[src/rtl/xike_status_cond_if.sv]
// Status-conditioning bundle: raw event inputs toward the conditioner and the
// clean levels/counters it hands to the status register file.
interface xike_status_cond_if;
    logic        sync_raw;
    logic        mua_open_req;
    logic        mua_wren;
    logic        mua_eof_pulse;
    logic        status_rd;
    logic [4:0]  status_addr;
    logic        sync_in;
    logic        sync_rise;
    logic        mua_open;
    logic        mua_eof;
    logic [15:0] sync_count;
    logic [15:0] frame_count;
    logic [15:0] sync_stamp;

    modport slave (
        input  sync_raw, mua_open_req, mua_wren, mua_eof_pulse, status_rd, status_addr,
        output sync_in, sync_rise, mua_open, mua_eof, sync_count, frame_count, sync_stamp
    );

    modport master (
        output sync_raw, mua_open_req, mua_wren, mua_eof_pulse, status_rd, status_addr,
        input  sync_in, sync_rise, mua_open, mua_eof, sync_count, frame_count, sync_stamp
    );
endinterface

[src/rtl/xike_status_cond.sv]
// Debounces the sync pin, tracks the MUA session (open level, sticky EOF, frame count).
// Optional XIKE_SYNC_TIMESTAMP_EN builds a frame_count capture on each accepted sync rise.
module xike_status_cond #(
    parameter int unsigned DEBOUNCE_CYC = 16,
    parameter logic [4:0]  EOF_ADDR     = 5'd3
) (
    input  logic              clk,
    input  logic              rst_n,
    xike_status_cond_if.slave bus
);

    localparam int unsigned DW = $clog2(DEBOUNCE_CYC + 1);
    localparam logic [DW-1:0] DCNT_ONE = DW'(1);
    localparam logic [DW-1:0] DCNT_MAX = DW'(DEBOUNCE_CYC);

    typedef enum logic [1:0] {LOW, CHK_HI, HIGH, CHK_LO} deb_state_t;

    deb_state_t    state_q, state_d;
    logic [DW-1:0] dcnt_q, dcnt_d;
    logic          s1_q, s1_d, s2_q, s2_d;
    logic          sync_rise_q, sync_rise_d;
    logic [15:0]   sync_count_q, sync_count_d;
    logic          mua_open_q, mua_open_d;
    logic          mua_eof_q, mua_eof_d;
    logic [15:0]   frame_count_q, frame_count_d;
    logic          open_rise;
    logic          eof_clr_rd;
    logic          rise_accept;

    always_comb begin
        s1_d = bus.sync_raw;
        s2_d = s1_q;
    end

    always_comb begin
        state_d      = state_q;
        dcnt_d       = dcnt_q;
        rise_accept  = 1'b0;
        sync_rise_d  = 1'b0;
        sync_count_d = sync_count_q;
        case (state_q)
            LOW: begin
                if (s2_q) begin
                    state_d = CHK_HI;
                    dcnt_d  = DCNT_ONE;
                end
            end
            CHK_HI: begin
                if (!s2_q) begin
                    state_d = LOW;
                    dcnt_d  = '0;
                end else if (dcnt_q == DCNT_MAX) begin
                    state_d      = HIGH;
                    dcnt_d       = '0;
                    rise_accept  = 1'b1;
                    sync_rise_d  = 1'b1;
                    sync_count_d = sync_count_q + 16'd1;
                end else begin
                    dcnt_d = dcnt_q + DCNT_ONE;
                end
            end
            HIGH: begin
                if (!s2_q) begin
                    state_d = CHK_LO;
                    dcnt_d  = DCNT_ONE;
                end
            end
            CHK_LO: begin
                if (s2_q) begin
                    state_d = HIGH;
                    dcnt_d  = '0;
                end else if (dcnt_q == DCNT_MAX) begin
                    state_d = LOW;
                    dcnt_d  = '0;
                end else begin
                    dcnt_d = dcnt_q + DCNT_ONE;
                end
            end
            default: begin
                state_d = LOW;
                dcnt_d  = '0;
            end
        endcase
    end

    // Session restart wins over a same-cycle write, which is never counted anyway
    // because the registered open level is still low on that cycle.
    always_comb begin
        open_rise     = bus.mua_open_req & ~mua_open_q;
        eof_clr_rd    = bus.status_rd && (bus.status_addr == EOF_ADDR);
        mua_open_d    = bus.mua_open_req;
        frame_count_d = frame_count_q;
        mua_eof_d     = mua_eof_q;
        if (open_rise) begin
            frame_count_d = 16'h0000;
        end else if (bus.mua_wren && mua_open_q && (frame_count_q != 16'hFFFF)) begin
            frame_count_d = frame_count_q + 16'd1;
        end
        if (bus.mua_eof_pulse && mua_open_q) begin
            mua_eof_d = 1'b1;
        end else if (open_rise || eof_clr_rd) begin
            mua_eof_d = 1'b0;
        end
    end

    always_ff @(posedge clk or negedge rst_n) begin
        if (!rst_n) begin
            s1_q          <= 1'b0;
            s2_q          <= 1'b0;
            state_q       <= LOW;
            dcnt_q        <= '0;
            sync_rise_q   <= 1'b0;
            sync_count_q  <= 16'h0000;
            mua_open_q    <= 1'b0;
            mua_eof_q     <= 1'b0;
            frame_count_q <= 16'h0000;
        end else begin
            s1_q          <= s1_d;
            s2_q          <= s2_d;
            state_q       <= state_d;
            dcnt_q        <= dcnt_d;
            sync_rise_q   <= sync_rise_d;
            sync_count_q  <= sync_count_d;
            mua_open_q    <= mua_open_d;
            mua_eof_q     <= mua_eof_d;
            frame_count_q <= frame_count_d;
        end
    end

`ifdef XIKE_SYNC_TIMESTAMP_EN
    logic [15:0] sync_stamp_q, sync_stamp_d;

    // Captured on the accepting edge, so it sees the count before any same-cycle write.
    always_comb begin
        sync_stamp_d = rise_accept ? frame_count_q : sync_stamp_q;
    end

    always_ff @(posedge clk or negedge rst_n) begin
        if (!rst_n) begin
            sync_stamp_q <= 16'h0000;
        end else begin
            sync_stamp_q <= sync_stamp_d;
        end
    end

    assign bus.sync_stamp = sync_stamp_q;
`else
    logic unused_rise_accept;
    assign unused_rise_accept = rise_accept;
    assign bus.sync_stamp     = 16'h0000;
`endif

    assign bus.sync_in     = (state_q == HIGH) || (state_q == CHK_LO);
    assign bus.sync_rise   = sync_rise_q;
    assign bus.mua_open    = mua_open_q;
    assign bus.mua_eof     = mua_eof_q;
    assign bus.sync_count  = sync_count_q;
    assign bus.frame_count = frame_count_q;

endmodule

[src/flat_wrapper.sv]
// flat-port wrapper written by rule: the top's interface ports become plain ports
module xike_status_cond_flat 
#(
    parameter int unsigned DEBOUNCE_CYC = 16,
    parameter logic [4:0]  EOF_ADDR     = 5'd3
)
  (clk, rst_n, bus_sync_raw, bus_mua_open_req, bus_mua_wren, bus_mua_eof_pulse, bus_status_rd, bus_status_addr, bus_sync_in, bus_sync_rise, bus_mua_open, bus_mua_eof, bus_sync_count, bus_frame_count, bus_sync_stamp);
  xike_status_cond_if bus_i ();
  input  logic clk;
  input  logic rst_n;
  input wire logic [$bits(bus_i.sync_raw)-1:0] bus_sync_raw;
  input wire logic [$bits(bus_i.mua_open_req)-1:0] bus_mua_open_req;
  input wire logic [$bits(bus_i.mua_wren)-1:0] bus_mua_wren;
  input wire logic [$bits(bus_i.mua_eof_pulse)-1:0] bus_mua_eof_pulse;
  input wire logic [$bits(bus_i.status_rd)-1:0] bus_status_rd;
  input wire logic [$bits(bus_i.status_addr)-1:0] bus_status_addr;
  output wire logic [$bits(bus_i.sync_in)-1:0] bus_sync_in;
  output wire logic [$bits(bus_i.sync_rise)-1:0] bus_sync_rise;
  output wire logic [$bits(bus_i.mua_open)-1:0] bus_mua_open;
  output wire logic [$bits(bus_i.mua_eof)-1:0] bus_mua_eof;
  output wire logic [$bits(bus_i.sync_count)-1:0] bus_sync_count;
  output wire logic [$bits(bus_i.frame_count)-1:0] bus_frame_count;
  output wire logic [$bits(bus_i.sync_stamp)-1:0] bus_sync_stamp;
  assign bus_i.sync_raw = bus_sync_raw;
  assign bus_i.mua_open_req = bus_mua_open_req;
  assign bus_i.mua_wren = bus_mua_wren;
  assign bus_i.mua_eof_pulse = bus_mua_eof_pulse;
  assign bus_i.status_rd = bus_status_rd;
  assign bus_i.status_addr = bus_status_addr;
  assign bus_sync_in = bus_i.sync_in;
  assign bus_sync_rise = bus_i.sync_rise;
  assign bus_mua_open = bus_i.mua_open;
  assign bus_mua_eof = bus_i.mua_eof;
  assign bus_sync_count = bus_i.sync_count;
  assign bus_frame_count = bus_i.frame_count;
  assign bus_sync_stamp = bus_i.sync_stamp;
  xike_status_cond #(.DEBOUNCE_CYC(DEBOUNCE_CYC), .EOF_ADDR(EOF_ADDR)) u_core (.clk(clk), .rst_n(rst_n), .bus(bus_i));
endmodule
[config.mk]
export PLATFORM = sky130hd
export DESIGN_NAME = xike_status_cond_flat
export DESIGN_NICKNAME = d
export VERILOG_FILES = /design/src/rtl/xike_status_cond_if.sv /design/src/rtl/xike_status_cond.sv /design/src/flat_wrapper.sv
export SDC_FILE = /design/constraint.sdc
export NUM_CORES = 1
export LEC_CHECK = 0
export CORE_MARGIN = 2
export CORE_UTILIZATION = 48
export DETAILED_ROUTE_END_ITERATION = 6
export PLACE_DENSITY = 0.76
export SYNTH_ARGS = -nofsm -noshare
export SYNTH_HDL_FRONTEND = slang
export SYNTH_SLANG_ARGS = --single-unit
[constraint.sdc]
create_clock -name clk -period 2.2 [get_ports clk]
set_clock_uncertainty 0.15 [all_clocks]
set_input_delay 0.44 -clock clk [delete_from_list [all_inputs] [get_ports clk]]
set_output_delay 0.44 -clock clk [all_outputs]
set_load 0.005 [all_outputs]
==> reports/metrics.yaml <==
max_cap_violations: 0
ys_types: 44
multi_input_area_um2: 1080
place_inst: 317
synthTopCellsByArea: "dfrtp_1 48%, buf_4 5.2%, xor2_1 4.6%"
routedWlPerCell_um: 13.6
dieWidth_um: 73.0
clk_path_buf_depth: 2
gr-total-overflow: 0
cts_setup_buffers: 0
clkSinkCount: 44
ys_top_cells_by_count: "44 x dfrtp_1, 23 x nand2_1, 16 x buf_4"
synth_seq_cells: 44
grt_pass1_wl_um: 7680
vias: 1773
yosysTopAreaCell: "dfrtp_1"
synthFlopType: "dfrtp_1"
start_kind: "register"
antenna_found_initial: 0
cts_root_buffer: "clkbuf_8"
via_per_inst: 5.44
p_per_area_nw_per_um2: 625
finalSetupTns_ps: 0
fill_cells: 375
htreeDepth: 2
grt_pass1_vias: 1733
ant_nets: 0
postSynthCellCount: 219
dr.pass1.iters: 4
required_ps: 1610
slowest_stage: "clkdlybuf4s50_1"
syn_avg_cell_area_um2: 10.4
finalNetCount: 287
syn2layout_area_growth_pct: 26.6
die_h_um: 73.0
fmax_mhz: 515
cp_top_family: "buffers and inverters"
cp_num_buf_inv: 1
vdd_drop_max_uv: 428
crit_arrival_ps: 1350
drt_iter0_markers: 89
synth_top_area_share_pct: 48.1
io_buffers: 47
post-route-period-util_pct: 88.3
netlist_area_um2: 2290
row_count: 25
grt_max_degree: 25
min_path_type: "reg2reg"
grt_use_total_pct: 18.7
postSynth.asyncResetShare_pct: 100
yosysMostFrequentCell: "dfrtp_1"
cts_buffers: 5
antenna_cells: 0
ys_seq_area_share_pct: 48.1
synth_edf_count: 0
stdcell_count: 326
yosysWarnings: 0
hold_viol_final: 0
dieArea_um2: 5340
io_pins: 64
outcome: "completed"
hpwl_um: 3260
cts_tree: "yes"
core-area_um2: 4660
gp_congestion: 0.854
start_util_pct: 49.1
drc: 0
insertion_delay_ps: 310
cp_slowest_stage_delay_ps: 560
regArea_um2: 1100
worstPathCellList: "clkdlybuf4s50_1"
slew_viol_final: 0
crit_path_end_kind: "output pin"
path_class: "reg2out"
drt_wl_total_um: 4440
layout_min_cycle_time_ps: 1940
grt_setup_unrepaired: "false"
clk_pin_slew_ps: 80
finalSetupViolations: 0
p_leak_uw: 0.00134
drive_gt1_share_pct: 9.56
crit_fanout: 8
-- metal layers --
layer	GRT usage, %	routed length, um	vias to the layer above
met5	0	0	-
met4	9.47	81	0
met3	4.14	211	9
met2	29.5	2170	52
met1	24.0	1970	847
li1	-	-	865
-- cell type report --
cell class	instances	share of cell area, %
sequential	44	38.0
clock buffer	5	2.37
clock inverter	3	1.60
multi-input combinational	164	37.4
inverter	5	0.648
tap	54	2.33
timing repair buffer	51	17.6
-- sequential cells by signal, summed over array words and instances (netlist names), named ones only --
name                    cells
u_core.bus.mua_open         1
u_core.state_q              1
u_core.bus.sync_rise        1
u_core.s2_q                 1
u_core.bus.frame_count     16
u_core.bus.sync_count      16
u_core.dcnt_q               5
u_core.s1_q                 1
u_core.bus.mua_eof          1
-- where the power goes --
group	internal, uW	total [uW]	switching (uW)
Sequential	860	931	70.5
Combinational	126	243	117
Clock	342	639	297
-- final timing paths --
check                                          start                    endpoint  slack (ps)  depth (start not counted)
max reg2reg                         u_core.dcnt_q[0]   u_core.bus.sync_count[15]         290                          6
min reg2reg                              u_core.s1_q                 u_core.s2_q         200                          0
min in group asynchronous                      rst_n    u_core.bus.sync_count[2]         470                          2
max                        u_core.bus.frame_count[2]          bus_frame_count[2]         260                          1
min                                      u_core.s1_q                 u_core.s2_q         200                          0
max in group asynchronous                      rst_n  u_core.bus.frame_count[11]         940                          3
-- logic make-up after synthesis --
| logic type | share of synthesized area [%] |
|---|---|
| adders and majority gates | 2.19 |
| AOI/OAI and AO/OA | 9.95 |
| xor gates and xnor gates | 6.51 |
| buffers and inverters | 6.94 |
| muxes | 2.73 |
| and+or+nand+nor | 23.4 |
| DFF | 48.1 |
| other | 0.164 |
-- metrics by stage --
| step | power, uW | utilization (%) | cell area (um2) | hold slack, ps | setup slack, ps |
|---|---|---|---|---|---|
| after CTS | 1820 | 62.2 | 2900 | 204 | 262 |
| after floorplan | 1090 | - | 2340 | -5.59 | 468 |
| after global placement | 1180 | 59.5 | 2770 | 183 | 119 |
| after global routing | 1910 | 62.2 | 2900 | 216 | 126 |
| after detailed placement | 1190 | 59.5 | 2770 | 185 | 107 |
| final | 1810 | 62.2 | 2900 | 202 | 256 |
-- what timing repair did --
action,4_1_cts,5_1_grt
endpoints found under the setup margin,0,0
resized for setup,0,0
hold endpoints to repair,20,0
hold buffers,1,0
-- worst reg2reg max path: cells and delay by family, from the launching register on --
family	cells	cell delay [ps]
flops	1	420
simple gates	3	870
fa+ha+maj	1	140
xor+xnor	1	180
buf+inv	1	70
-- cell usage in the layout, fill, tap and decap left out, types with 3 or more instances in the layout --
cell,synthesis,layout
and3_2,3,3
inv_1,5,5
nor3_1,11,11
ha_1,4,4
o211ai_1,3,3
o31ai_1,5,5
nand4_1,7,7
or3_1,3,3
mux2i_1,4,4
o21ai_0,7,7
clkdlybuf4s50_1,0,46
dfrtp_1,44,44
nor3b_1,3,3
xnor2_1,5,5
clkbuf_8,0,5
nand2_1,23,23
nor2_1,5,5
and3_1,7,7
a21oi_1,7,7
or4_1,3,3
nand3_1,9,9
conb_1,1,16
xor2_1,12,12
No activity file was read; power rests on OpenSTA's default activity.
